**src/rtl/peak_dpu_fetch_align.sv**
```systemverilog
// Fetch-alignment buffer: queues 32-bit fetch words as halfwords and
// presents one 16- or 32-bit RISC-V instruction per cycle to decode.
module peak_dpu_fetch_align #(
    parameter int          DEPTH    = 4,
    parameter logic [31:0] RESET_PC = 32'h0000_0000
) (
    input  logic        clk,
    input  logic        rst,
    input  logic        fetch_vld,
    output logic        fetch_rdy,
    input  logic [31:0] fetch_data,
    input  logic        flush,
    input  logic [31:0] flush_pc,
    output logic        instr0_vld,
    output logic [31:0] instr0_op,
    output logic        instr0_is_compressed,
    output logic [31:0] instr0_pc,
    input  logic        instr0_rdy
);

    localparam int NHW = 2 * DEPTH;
    localparam int PW  = $clog2(NHW);
    localparam int CW  = PW + 1;

    logic [15:0]   mem_q [NHW];
    logic [15:0]   mem_d [NHW];
    logic [PW-1:0] wr_ptr_q, wr_ptr_d;
    logic [PW-1:0] rd_ptr_q, rd_ptr_d;
    logic [CW-1:0] hw_cnt_q, hw_cnt_d;
    logic          skip_lo_q, skip_lo_d;
    logic [31:0]   pc_q, pc_d;

    logic [15:0]   h0, h1;
    logic          head_c;
    logic [CW-1:0] need;
    logic          enq, deq;
    logic [CW-1:0] enq_n, deq_n;

    always_comb begin
        h0        = mem_q[rd_ptr_q];
        h1        = mem_q[rd_ptr_q + PW'(1)];
        head_c    = (h0[1:0] != 2'b11);
        need      = head_c ? CW'(1) : CW'(2);
        fetch_rdy = (hw_cnt_q <= CW'(NHW - 2));
        instr0_vld           = !flush && (hw_cnt_q >= need);
        instr0_op            = '0;
        instr0_is_compressed = 1'b0;
        instr0_pc            = pc_q;
        if (instr0_vld) begin
            instr0_is_compressed = head_c;
            instr0_op = head_c ? {16'h0000, h0} : {h1, h0};
        end
    end

    assign enq = fetch_vld && fetch_rdy && !flush;
    assign deq = instr0_vld && instr0_rdy;

    always_comb begin
        mem_d     = mem_q;
        wr_ptr_d  = wr_ptr_q;
        rd_ptr_d  = rd_ptr_q;
        hw_cnt_d  = hw_cnt_q;
        skip_lo_d = skip_lo_q;
        pc_d      = pc_q;
        enq_n     = '0;
        deq_n     = '0;
        if (flush) begin
            wr_ptr_d  = '0;
            rd_ptr_d  = '0;
            hw_cnt_d  = '0;
            pc_d      = flush_pc;
            skip_lo_d = flush_pc[1];
        end else begin
            if (enq) begin
                // A redirect into the upper halfword drops the lower one once.
                if (skip_lo_q) begin
                    mem_d[wr_ptr_q] = fetch_data[31:16];
                    enq_n           = CW'(1);
                    skip_lo_d       = 1'b0;
                end else begin
                    mem_d[wr_ptr_q]          = fetch_data[15:0];
                    mem_d[wr_ptr_q + PW'(1)] = fetch_data[31:16];
                    enq_n                    = CW'(2);
                end
            end
            if (deq) begin
                deq_n = need;
            end
            wr_ptr_d = wr_ptr_q + enq_n[PW-1:0];
            rd_ptr_d = rd_ptr_q + deq_n[PW-1:0];
            hw_cnt_d = hw_cnt_q + enq_n - deq_n;
            pc_d     = pc_q + (32'(deq_n) << 1);
        end
    end

    always_ff @(posedge clk or posedge rst) begin
        if (rst) begin
            for (int i = 0; i < NHW; i++) begin
                mem_q[i] <= '0;
            end
            wr_ptr_q  <= '0;
            rd_ptr_q  <= '0;
            hw_cnt_q  <= '0;
            skip_lo_q <= 1'b0;
            pc_q      <= RESET_PC;
        end else begin
            mem_q     <= mem_d;
            wr_ptr_q  <= wr_ptr_d;
            rd_ptr_q  <= rd_ptr_d;
            hw_cnt_q  <= hw_cnt_d;
            skip_lo_q <= skip_lo_d;
            pc_q      <= pc_d;
        end
    end

endmodule

```
**config.mk**
```make
export PLATFORM = sky130hd
export DESIGN_NAME = peak_dpu_fetch_align
export DESIGN_NICKNAME = d
export VERILOG_FILES = /design/src/rtl/peak_dpu_fetch_align.sv
export SDC_FILE = /design/constraint.sdc
export NUM_CORES = 1
export LEC_CHECK = 0
export BUFFER_PORTS_ARGS = -buffer_cell sky130_fd_sc_hd__buf_2
export CORE_AREA = 2 2 188 134
export DETAILED_ROUTE_END_ITERATION = 8
export DIE_AREA = 0 0 190 136
export PLACE_DENSITY = 0.72
export SKIP_LAST_GASP = 1
export SLEW_MARGIN = 20
export SYNTH_ARGS = -nofsm -noshare
export SYNTH_HDL_FRONTEND = slang
export SYNTH_SLANG_ARGS = --single-unit
```
**constraint.sdc**
```tcl
create_clock -name clk -period 6.15 [get_ports clk]
set_input_delay 0.9225 -clock clk [delete_from_list [all_inputs] [get_ports clk]]
set_output_delay 0.9225 -clock clk [all_outputs]
set_load 0.01 [all_outputs]
```
==> impl_summary.log <==
[metrics] proportion of power drawn by combinational gates: 0.380
[metrics] Post-synth EDFFs: 0
[metrics] global-route wire length before repair: 52900 um
[metrics] clock transition at the registers of the reported paths: approximately 0.070 ns
[metrics] run status: finished, final reports clean
[metrics] yosys synthesis warning count: 0
[metrics] TritonCTS Sinks: 171
[metrics] Worst Max-Slew Pin Slew: around 1.2 ns
[metrics] syn_nets: 1039
[metrics] # setup viols final: 0
[metrics] biggest cell delay along the critical path: 0.77 ns
[metrics] cell with the largest stage delay on the worst path: a2111o_1
[metrics] remaining global-route overflow: 0
[metrics] cells along the critical path: mux4_2 -> mux2i_1 -> or2_2 -> ha_1 -> o21ai_0 -> a2111o_1 -> nor2_1 -> ha_1 -> a21oi_1 -> or4_1 -> or4_1 -> a31oi_1
[metrics] vias in the first global route: 9032
[metrics] Cell Area, Synth: about 0.011 mm2
[metrics] most common cell after layout, fill and taps aside: dfrtp_1
[metrics] type of the worst setup path: flip-flop to flip-flop
[metrics] total via count in the routed design: 9166
[metrics] quantity of I/O buffers inserted on ports: 135
[metrics] routed wire length per instance: between 20 and 25 um
[metrics] layout-stage area growth over the synthesis result: 15.3%
[metrics] fraction of layout instances using a drive strength above 1: 0.289
[metrics] global placement routability congestion: about 0.85
[metrics] routed length on met3: about 3600 um
[metrics] worst hold start: instr0_pc[0]$_DFFE_PP0P_
[metrics] endpoint required time on the critical path: 6.51 ns
[metrics] Final Critical Period: between 5 and 6 ns
[metrics] area of the multi-input gates: slightly below 0.006 mm2
[metrics] critical-path maximum fanout: 24
[metrics] Switching Fraction: 0.358
[metrics] CTS Hold Buffers Added: 0
[metrics] sequential-to-total area share from yosys stat: 0.401
[metrics] antenna violations before repair: 3
[metrics] CTS HTree Levels: 4
[metrics] length of the first detailed-routing pass in iterations: 5
[metrics] power density over the cells: 375 mW/mm2
[metrics] y dimension of the die: 136 um
[metrics] DR vias/cell: around 6.6
[metrics] cell type with the largest total area after synthesis: dfrtp_1
[metrics] final hold violations: 0
[metrics] worst-case clock skew: approximately 0.014 ns
[metrics] final setup TNS: 0 ns
[metrics] Max Clock Freq: approximately 190 MHz
[metrics] switching component of the power: around 0.0017 W
[metrics] leading cell types in the layout, fill and taps excluded: dfrtp_1 (169), a22o_1 (158), buf_2 (135)
[metrics] number of violations reported at the end of detailed-routing iteration 0: 1053
[metrics] quantity of gates resized following cts: 0
[metrics] classification of the worst-slack hold path: flip-flop to flip-flop
[metrics] total routing usage reported by global routing: 0.272
[metrics] maximum count of clock buffers along a single path: 2
[metrics] detailed-placement wirelength estimate: 21100 um
[metrics] number of max-cap violations: 0
[metrics] width of the chip: 190 um
[metrics] FF/Latch Area: roughly 0.0043 mm2
[metrics] count of distinct cell types in the synthesized netlist: 49
[metrics] final critical-path share of the clock period: 0.869
[metrics] number of filler instances in the final layout: 2119
[metrics] total setup buffers inserted after CTS: 0
[metrics] number of remaining DRC errors: 0
[metrics] area fraction of the dominant cell type after synthesis: 0.401
[metrics] top post-synthesis cells by area: dfrtp_1 (40%), mux4_2 (14%), a22o_1 (13%)
[metrics] largest net degree at the start of global routing: around 90
[metrics] startpoint kind of the worst setup timing path: flip-flop
[metrics] unrepaired setup endpoints after global routing: no
[metrics] relative contribution of the clock network to total power: 0.250
[metrics] Rel. slew slack: 0.223
[metrics] average instance area after synthesis: around 11 um2
[metrics] arrival time of the worst setup path: around 5.7 ns
[metrics] I/O pins: 136
[metrics] core area: 0.0242 mm2
[metrics] Worst VDD drop: 0.227 mV
[metrics] met2 WL: 15500 um
[metrics] Clock Root Buffer: clkbuf_16
[metrics] Die Area: between 0.02 and 0.03 mm2
[metrics] total CTS buffers: 17
[metrics] Reg power frac: 0.370
[metrics] clock network latency to the later pin of the worst-skew pair: around 0.45 ns
[metrics] Critical Path Source: rd_ptr_q[0]$_DFF_PP0_
[metrics] Top Layer Used: met4
[metrics] flip-flop and latch count after synthesis: between 150 and 200
[metrics] Reg-to-Reg Start: rd_ptr_q[0]$_DFF_PP0_
[metrics] Max Transition Viols Final: 0
[metrics] P_int: 0.00296 W
[metrics] CP endpoint kind: flip-flop
[metrics] Post-Syn Instances: 950
[metrics] number of nets in the layout: roughly 1100
[metrics] number of cell rows: 48
[metrics] number of nets with antenna violations after detailed routing: 0
[metrics] reg-to-reg setup timing slack: ~0.81 ns
[metrics] Routed met1 length: 14100 um
[metrics] cell leakage power: between 5 and 6 nW
[metrics] initial cell density of the core: 0.441
[metrics] detailed-route wire length: between 30000 and 40000 um
[metrics] CTS tree: done
[metrics] most frequently used flop master after synthesis: dfrtp_1
[metrics] share of async-settable or async-resettable flops after synthesis: 1.00
[metrics] Final Hold Slack: between 0.5 and 0.6 ns
[per-layer routing]
metal | track usage | vias up
met1 | 0.362 | 4649
met3 | 0.0893 | 81
met5 | 0 | -
met2 | 0.413 | 508
li1 | - | 3928
met4 | 0.105 | 0
[cells by family (layout without fill, tap and decap cells)]
group | after synthesis | count (layout) | synth area share
other | 0 | 4 | 0
AOI/OAI and AO/OA | 335 | 335 | 0.250
buffers and inverters | 126 | 228 | 0.0469
adders and majority gates | 20 | 20 | 0.0270
and+or+nand+nor | 180 | 180 | 0.0884
xor gates and xnor gates | 20 | 20 | 0.0171
muxes | 98 | 98 | 0.169
DFF | 171 | 171 | 0.401
[worst max-delay path: cells and delay by family (launching register included)]
kind            cells  cell delay [ns]
compound gates      4             1.37
flops               1             0.71
fa+ha+maj           2             0.57
mux                 2             0.79
simple gates        4             1.81
[synthesized netlist by cell type (all sizes together), types with 3 or more instances]
| master | n |
|---|---|
| mux2 | 18 |
| fa | 5 |
| nor3 | 7 |
| nand3 | 17 |
| clkbuf | 72 |
| xnor2 | 14 |
| or4 | 15 |
| nand3b | 3 |
| mux2i | 16 |
| nor4 | 8 |
| ha | 15 |
| or3 | 3 |
| a22oi | 49 |
| buf | 27 |
| mux4 | 64 |
| a21oi | 19 |
| a31oi | 15 |
| o31ai | 12 |
| nand2 | 57 |
| and4 | 3 |
| nor2 | 40 |
| inv | 22 |
| o21ai | 25 |
| nand4 | 5 |
| nor3b | 4 |
| xor2 | 6 |
| a22o | 158 |
| nor2b | 6 |
| dfrtp | 171 |
| a21o | 3 |
| and3 | 5 |
| clkinv | 5 |
| o2bb2ai | 49 |
[power by group through the flow]
stage / clock [W] / sequential [W] / combinational, W
finish: 0.00115 / 0.00170 / 0.00175
floorplan: 0 / 0.00159 / 0.00131
detailed placement: 0 / 0.00171 / 0.00174
global placement: 0 / 0.00170 / 0.00170
CTS: 0.00116 / 0.00170 / 0.00175
global route: 0.00122 / 0.00175 / 0.00190
[path summary, 6_finish.rpt]
check | end | cells past startpoint
setup / recovery | instr0_pc[28]$_DFF_PP0_ | 12
hold / removal | instr0_pc[0]$_DFFE_PP0P_ | 1
setup reg to reg | instr0_pc[28]$_DFF_PP0_ | 12
hold reg to reg | instr0_pc[0]$_DFFE_PP0P_ | 1
max in group asynchronous | rd_ptr_q[0]$_DFF_PP0_ | 3
min in group asynchronous | instr0_pc[30]$_DFF_PP0_ | 2
[metrics by stage]
step / util / std cells / power, W / worst slack, ns / area [um2]
global placement: 0.483 / 1345 / 0.00340 / 1.04 / 11700
CTS: 0.508 / 1377 / 0.00461 / 0.846 / 12300
global route: 0.508 / 1377 / 0.00487 / 0.486 / 12300
detailed placement: 0.483 / 1345 / 0.00345 / 0.892 / 11700
finish: 0.508 / 1381 / 0.00461 / 0.808 / 12300
floorplan: - / 950 / 0.00290 / 0.596 / 10700
[state kept, by name, indices dropped and copies added, names as in the netlist]
name       cells
instr0_pc     32
skip_lo_q      1
mem_q        128
rd_ptr_q       3
hw_cnt_q       4
wr_ptr_q       3
[layout make-up]
class                           instances  area share
Multi-Input combinational cell        653       0.484
Sequential cell                       171       0.348
Timing Repair Buffer                  169      0.0757
Clock buffer                           21      0.0366
Tap cell                              325      0.0331
Clock inverter                         11      0.0129
Inverter                               27     0.00864
Antenna cell                            4    0.000814
Note: power is estimated with default switching activity, not from simulation.
